$ cat src/rtl/cond_flag_unit.sv
// cond_flag_unit: masked ALU flag register with shadow flag stack, driving the microsequencer condition bus.
// Optional loop counter on conditional_wires[8] is built when COND_LOOP_COUNTER_EN is defined.
module cond_flag_unit #(
  parameter int DATA_WIDTH  = 16,
  parameter int STACK_DEPTH = 4,
  parameter int CNT_WIDTH   = 8
) (
  input  logic                  clk,
  input  logic                  reset,
  input  logic [DATA_WIDTH-1:0] alu_result,
  input  logic                  alu_carry,
  input  logic                  alu_overflow,
  input  logic                  flag_update,
  input  logic [3:0]            flag_we,
  input  logic                  flag_push,
  input  logic                  flag_pop,
  input  logic                  cnt_load,
  input  logic [CNT_WIDTH-1:0]  cnt_value,
  input  logic                  cnt_dec,
  output logic [3:0]            flags,
  output logic [8:0]            conditional_wires,
  output logic                  stack_empty,
  output logic                  stack_full,
  output logic                  stack_err
);
  localparam int DW = $clog2(STACK_DEPTH + 1);
  localparam int AW = STACK_DEPTH > 1 ? $clog2(STACK_DEPTH) : 1;
  logic [3:0]    stack [STACK_DEPTH];
  logic [DW-1:0] depth, depth_next;
  logic [AW-1:0] top, widx;
  logic [3:0]    alu_flags, base, mask, flags_next;
  logic          do_push, do_pop, xchg, bad, stack_we, cnt_zero;
  assign stack_empty = depth == '0;
  assign stack_full  = depth == DW'(STACK_DEPTH);
  assign top         = AW'(depth - 1'b1);
  assign alu_flags   = {alu_overflow, alu_carry, alu_result[DATA_WIDTH-1], alu_result == '0};
  always_comb begin
    xchg       = flag_push & flag_pop & !stack_empty;
    bad        = (flag_push & flag_pop) ? stack_empty : flag_push ? stack_full : flag_pop & stack_empty;
    do_push    = flag_push & !flag_pop & !stack_full;
    do_pop     = flag_pop & !flag_push & !stack_empty;
    base       = (do_pop | xchg) ? stack[top] : flags;
    mask       = flag_update ? flag_we : 4'h0;
    flags_next = (base & ~mask) | (alu_flags & mask);
    depth_next = do_push ? depth + 1'b1 : do_pop ? depth - 1'b1 : depth;
    stack_we   = do_push | xchg;
    widx       = xchg ? top : AW'(depth);
  end
  always_ff @(posedge clk) begin
    if (reset) begin
      flags     <= 4'h0;
      depth     <= '0;
      stack_err <= 1'b0;
    end else begin
      flags     <= flags_next;
      depth     <= depth_next;
      stack_err <= stack_err | bad;
    end
  end
  // Entries above depth are never read, so contents need no reset.
  always_ff @(posedge clk) begin
    if (stack_we && !reset) stack[widx] <= flags;
  end
`ifdef COND_LOOP_COUNTER_EN
  logic [CNT_WIDTH-1:0] loop_cnt;
  always_ff @(posedge clk) begin
    if (reset) loop_cnt <= '0;
    else if (cnt_load) loop_cnt <= cnt_value;
    else if (cnt_dec && loop_cnt != '0) loop_cnt <= loop_cnt - 1'b1;
  end
  assign cnt_zero = loop_cnt == '0;
`else
  logic unused_cnt;
  assign unused_cnt = ^{cnt_load, cnt_dec, cnt_value};
  assign cnt_zero   = 1'b0;
`endif
  assign conditional_wires = {cnt_zero, ~flags[2] | flags[0], flags[1] ^ flags[3], flags[3],
                              flags[2], flags[1], ~flags[0], flags[0], 1'b1};
endmodule

$ cat config.mk
export PLATFORM = sky130hd
export DESIGN_NAME = cond_flag_unit
export DESIGN_NICKNAME = d
export VERILOG_FILES = /design/src/rtl/cond_flag_unit.sv
export SDC_FILE = /design/constraint.sdc
export NUM_CORES = 1
export LEC_CHECK = 0
export CORE_ASPECT_RATIO = 0.7
export CORE_MARGIN = 1
export CORE_UTILIZATION = 60
export CTS_CLUSTER_DIAMETER = 120
export CTS_CLUSTER_SIZE = 30
export DETAILED_ROUTE_END_ITERATION = 8
export DONT_BUFFER_PORTS = 1
export GPL_TIMING_DRIVEN = 0
export PLACE_DENSITY = 0.78
export SLEW_MARGIN = 5
export SYNTH_ARGS = -nofsm -noshare
export SYNTH_HDL_FRONTEND = slang
export SYNTH_SLANG_ARGS = --single-unit
$ cat constraint.sdc
create_clock -name clk -period 2.85 [get_ports clk]
set_input_delay 0.4275 -clock clk [delete_from_list [all_inputs] [get_ports clk]]
set_output_delay 0.4275 -clock clk [all_outputs]
set_load 0.01 [all_outputs]
==> results of run 1 <==
## critical path, cell delays in order, from the launching register on
cell and delay, ns:
dfxtp_1 0.37, buf_6 0.16, inv_1 0.13, ha_1 0.34, nand2b_4 0.15, nand2_1 0.16, o31a_1 0.33, nor2_1 0.33
## placed cells by master (no fill, tap or decap), drive strengths merged, types with 3 or more instances in the layout
| cell | Yosys | final |
|---|---|---|
| a21oi | 5 | 5 |
| edfxtp | 16 | 16 |
| a311oi | 4 | 4 |
| dfxtp | 8 | 8 |
| buf | 11 | 11 |
| ha | 3 | 3 |
| clkbuf | 1 | 4 |
| mux4 | 4 | 4 |
| nand3 | 6 | 6 |
| inv | 8 | 8 |
| nand2 | 14 | 14 |
| nor2 | 8 | 8 |
| nor4 | 5 | 5 |
| nand4 | 3 | 3 |
## power by group through the flow
stage               Clock [mW]  Combinational [mW]  Sequential [mW]
floorplan                    0               0.207            0.430
global placement             0               0.240            0.436
detailed placement           0               0.245            0.437
CTS                      0.139               0.246            0.429
global route             0.150               0.274            0.433
finish                   0.135               0.248            0.428
## logic make-up (layout without fill, tap and decap cells)
logic type,count (synthesis),count (layout),share of synthesized area
flops,24,24,0.481
simple gates,43,43,0.169
compound gates,18,18,0.125
buf+inv,20,23,0.0958
xor+xnor,3,3,0.0197
mux,5,5,0.0761
other cells,2,2,0.00564
fa+ha+maj,3,3,0.0282
## metrics by stage
step | total power, mW | setup slack (ns)
floorplan | 0.637 | 0.956
global placement | 0.676 | 0.639
detailed placement | 0.682 | 0.553
CTS | 0.814 | 0.532
global route | 0.856 | 0.367
finish | 0.812 | 0.523
## per-layer routing
| metal | wire length (um) | share of wire | vias to the layer above | track usage |
|---|---|---|---|---|
| met5 | 0 | 0 | - | 0 |
| met4 | 13 | 0.0053 | 0 | 0.0571 |
| met3 | 179 | 0.073 | 2 | 0.0903 |
| met2 | 1150 | 0.47 | 45 | 0.340 |
| li1 | - | - | 435 | - |
| met1 | 1110 | 0.45 | 440 | 0.304 |
## final cells by class
class	count	share of cell area
tap	30	0.0270
multi-input combinational	74	0.405
clock buffer	3	0.0162
inverter	8	0.0216
sequential	24	0.460
buffer	12	0.0701
## worst paths after layout
path	from	to	depth (start not counted)
max reg2reg	depth[0]$_SDFFE_PP0P_	stack[0][1]$_DFFE_PP_	7
min	reset	flip-flop	1
max	depth[0]$_SDFFE_PP0P_	stack[0][1]$_DFFE_PP_	7
min reg2reg	stack_err$_SDFF_PP0_	stack_err$_SDFF_PP0_	2
==> impl_results.md, run 1 <==
- Final core utilization: 0.708
- Total clock sinks: 24
- Leakage: 0.503 nW
- Vias in the first global route: between 800 and 900
- Layout Skew: 0.0120 ns
- Pre-antenna DRT Iters: 4
- Minimum clock period: 2.33 ns
- Drt total wl: around 2500 um
- Internal power: around 0.56 mW
- DRT antenna net count: 0
- Dominant cells by area after synthesis: edfxtp_1 (36%), dfxtp_1 (12%), mux4_2 (6.8%)
- # rows: 13
- Post-synth top cells: edfxtp_1 (16), nand2_1 (14)
- 1st-iter DRT viols: 44
- Die X: 58.3 um
- Fillers: 134
- Final net count: 163
- Global-route wire length before repair: 3950 um
- GP Congestion: 0.851
- Top FF cell, synth: edfxtp_1
- Maxcap violations: 0
- Synth cell types: 34
- Pwr dens: 583 mW/mm^2
- Setup slack, reg-to-reg: 0.52 ns
- Die footprint: 0.00242 sq mm
- Combinational Power Share: 0.306
- WS Path Type: reg -> reg
- Register area share after synthesis: 0.481
- Total grt overflow: 0
- Status: finished, final reports clean
- Post-synth EDFFs: 16
- Share of the synthesized area in the top cell type: 0.361
- Die H: roughly 41 um
- Clock Latency Late Sink: 0.30 ns
- # IOs: 53
- Starting Density: 0.677
- Worst-path clk slew: approximately 0.12 ns
- Pin count of the biggest net entering global routing: 13
- Post-route insts no fill: 151
- Number of diodes: 0
- # DRC: 0
- Crit end category: flip-flop
- Syn_nets: approximately 160
- Post-synth ARST share: 0
- Register Area: ~640 sq um
- Via count: 922
- RSZ-0062 raised after global routing: false
- Maximum clock insertion buffer count: 2
- H-tree Lvls: 1
- Post-Syn Area per Cell: 11.3 sq um
- Switching share of power: 0.313
- Final setup fails: 0
- Most common cell in the synthesized netlist: edfxtp_1
- Multi-input logic area: 564 sq um
- Setup Buffers After CTS: 0
- Post-route cell area: 0.00139 sq mm
- Port buffer count: 0
- Peak VDD IR: about 0.32 mV
- Critical path startpoint category: flip-flop
- Drt wl/cell: 16.3 um
- Via density: 6.11
- Hold_buf cts: 0
- Clock root cell: clkbuf_4
- Fmax: around 430 MHz
- Post-route setup TNS: 0 ns
- Detailed Place HPWL: 1860 um
- Post-synth top area cell: edfxtp_1
- Area grow syn2layout: 4.51%
- Hold WS: 0.186 ns
- Placed Cells: 148
- Share of cells above drive strength 1: 0.223
- Overall global routing resource usage: 0.225
- Mapped cell area: around 0.0013 sq mm
- Hold Path Class: in -> reg
- Tightest Pin Transition: 0.584 ns
- TritonCTS clock tree: done
- Max-slew headroom: 0.611
- Initial antenna violation count: 0
- Sequential share of power: 0.528
- Post-DP Area: 0.00137 sq mm
- Cells after synthesis: 118
- Final Hold Vio Count: 0
- Critical path data arrival time: 2.29 ns
- CTS buffer count: 3
- Post-CTS Resized: 0
- CP Max Fanout: 9
- Sw Pwr: ~0.25 mW
- Max-slew violations: 0
- CP required: ~2.8 ns
- Warnings, synthesis: 0
- Register bit total from synthesis: 24
- Final Cycle Share: 0.817
- Placeable Area: 0.00197 sq mm
- Clock share of power: 0.166
(Power assumes the default switching activity.)
==> run 2: changes to the inputs <==
Settings changed: CORE_UTILIZATION 60 to 55, PLACE_DENSITY 0.78 to 0.75.
Clock period 2.85 ns to 1.9 ns, I/O delays scaled along.
==> run 2 against run 1 <==
Setup slack got worse by 0.40 ns. Non-clock buffer count increased by 1. Clock skew increased by 0.0016 ns. Clock power increased by 55%. Register-to-register slack got worse by 0.40 ns. Critical path depth unchanged. Critical endpoint is now stack[1][1]$_DFFE_PP_. Largest cell class unchanged.
==> impl_results.md, run 2 (same netlist as run 1, synthesis figures left out) <==
- Setup slack, reg-to-reg: 0.12 ns
- Pre-antenna DRT Iters: 5
- Overall global routing resource usage: 0.224
- Most frequent cells in the layout: edfxtp_1 (16), nand2_1 (12), buf_4 (9)
- Maxcap violations: 0
- Final Cycle Share: 0.934
- Final setup margin: 0.124 ns
- Crit end category: flip-flop
- Minimum clock period: between 1.5 and 2 ns
- Status: finished, final reports clean
- Pin count of the biggest net entering global routing: 13
- RSZ-0062 raised after global routing: false
- # IOs: 53
- Tightest Pin Transition: 0.828 ns
- Pre-CTS setup slack: -0.337 ns
- Worst-path clk slew: about 0.12 ns
- Final setup fails: 0
- Max-slew violations: 0
- TritonCTS clock tree: done
- Clock root cell: clkbuf_4
- Crit path largest cell delay: 0.36 ns
- DRT antenna net count: 0
- # rows: 14
- CP Max Fanout: 7
- R2r worst-path depth: 7
- Critical path, cell by cell: buf_6, clkinvlp_4, ha_4, nand2b_4, and3_4, nand3_1, a21oi_4
- Drt wl/cell: approximately 17 um
- Placeable Area: 0.00222 sq mm
- Detailed Place HPWL: 1890 um
- Post-DP Area: 0.00137 sq mm
- Leakage: roughly 0.51 nW
- Via density: 6.06
- Hold Path Class: in -> reg
- Post-route cell area: 0.00147 sq mm
- Max-slew headroom: 0.448
- Pwr dens: 871 mW/mm^2
- WP buf/inv: 2
- Final Hold Vio Count: 0
- # DRC: 0
- Vias in the first global route: about 820
- Via count: between 900 and 1,000
- Layout Skew: 0.0136 ns
- Total clock sinks: 24
- Maximum clock insertion buffer count: 2
- GP Congestion: 0.810
- Area grow syn2layout: 10.3%
- CP required: 1.90 ns
- Die X: slightly above 60 um
- Commonest non-fill, non-tap cell in the layout: edfxtp_1
- Hold path depth: 1
- Drt total wl: about 2600 um
- Die footprint: 0.00263 sq mm
- H-tree Lvls: 1
- Initial antenna violation count: 0
- Critical path's slowest cell: dfxtp_2
- Critical path data arrival time: 1.77 ns
- Die H: 43.2 um
- Share of cells above drive strength 1: 0.336
- CP Depth: 7
- Fillers: around 180
- Port buffer count: 0
- Clock Latency Late Sink: 0.31 ns
- CTS buffer count: 3
- Fmax: 563 MHz
- 1st-iter DRT viols: 31
- Final net count: 164
- Total grt overflow: 0
- Peak VDD IR: 0.534 mV
- Top delay family on crit path: simple AND/OR/NAND/NOR gates
- WS Path Type: reg -> reg
- Global-route wire length before repair: between 4000 and 5000 um
- Number of diodes: 0
- Hold_buf cts: 0
- Starting Density: 0.599
- Critical path startpoint category: flip-flop
## run 2: routing by layer
| metal | wire length [um] | part of all wire | track usage |
|---|---|---|---|
| met3 | 175 | 0.067 | 0.0701 |
| met1 | 1150 | 0.44 | 0.336 |
| met5 | 0 | 0 | 0 |
| met2 | 1260 | 0.48 | 0.323 |
| met4 | 9 | 0.0035 | 0.0318 |
## run 2: final timing paths
kind / startpoint / to
setup / recovery: depth[0]$_SDFFE_PP0P_ / stack[1][1]$_DFFE_PP_
setup reg to reg: depth[0]$_SDFFE_PP0P_ / stack[1][1]$_DFFE_PP_
hold / removal: reset / depth[1]$_SDFFE_PP0P_
hold reg to reg: stack_err$_SDFF_PP0_ / stack_err$_SDFF_PP0_
## run 2: cell type report
type                            instances  area (sq um)  share of cell area
Tap cell                               32          40.0              0.0272
Inverter                                8          33.8              0.0230
Timing Repair Buffer                    2          15.0              0.0102
Sequential cell                        24           643               0.437
Clock buffer                            3          22.5              0.0153
Multi-Input combinational cell         74           626               0.426
Buffer                                 11          90.1              0.0613
## run 2: where the power goes
group	switching (mW)	internal [mW]	leakage, nW
clock network	0.135	0.0740	0.0138
registers	0.0422	0.603	0.215
logic	0.231	0.195	0.280
## run 2: metrics by stage
step | TNS [ns] | utilization | cells | power [mW] | hold slack (ns)
after floorplan | 0 | - | 118 | 0.956 | 0.353
after CTS | 0 | 0.656 | 155 | 1.27 | 0.0352
after global placement | -4.21 | 0.617 | 150 | 1.02 | 0.361
after detailed placement | -4.78 | 0.617 | 150 | 1.02 | 0.358
final | 0 | 0.661 | 154 | 1.28 | 0.0392
after global routing | 0 | 0.661 | 154 | 1.35 | 0.0161
## run 2: what timing repair did
action | 4_1_cts | 5_1_grt
endpoints found under the setup margin | 17 | 17
pin swaps | 1 | 3
gates resized for setup | 10 | 7
gates cloned | 0 | 0
hold endpoints to repair | 0 | 0
setup buffers | 2 | 0
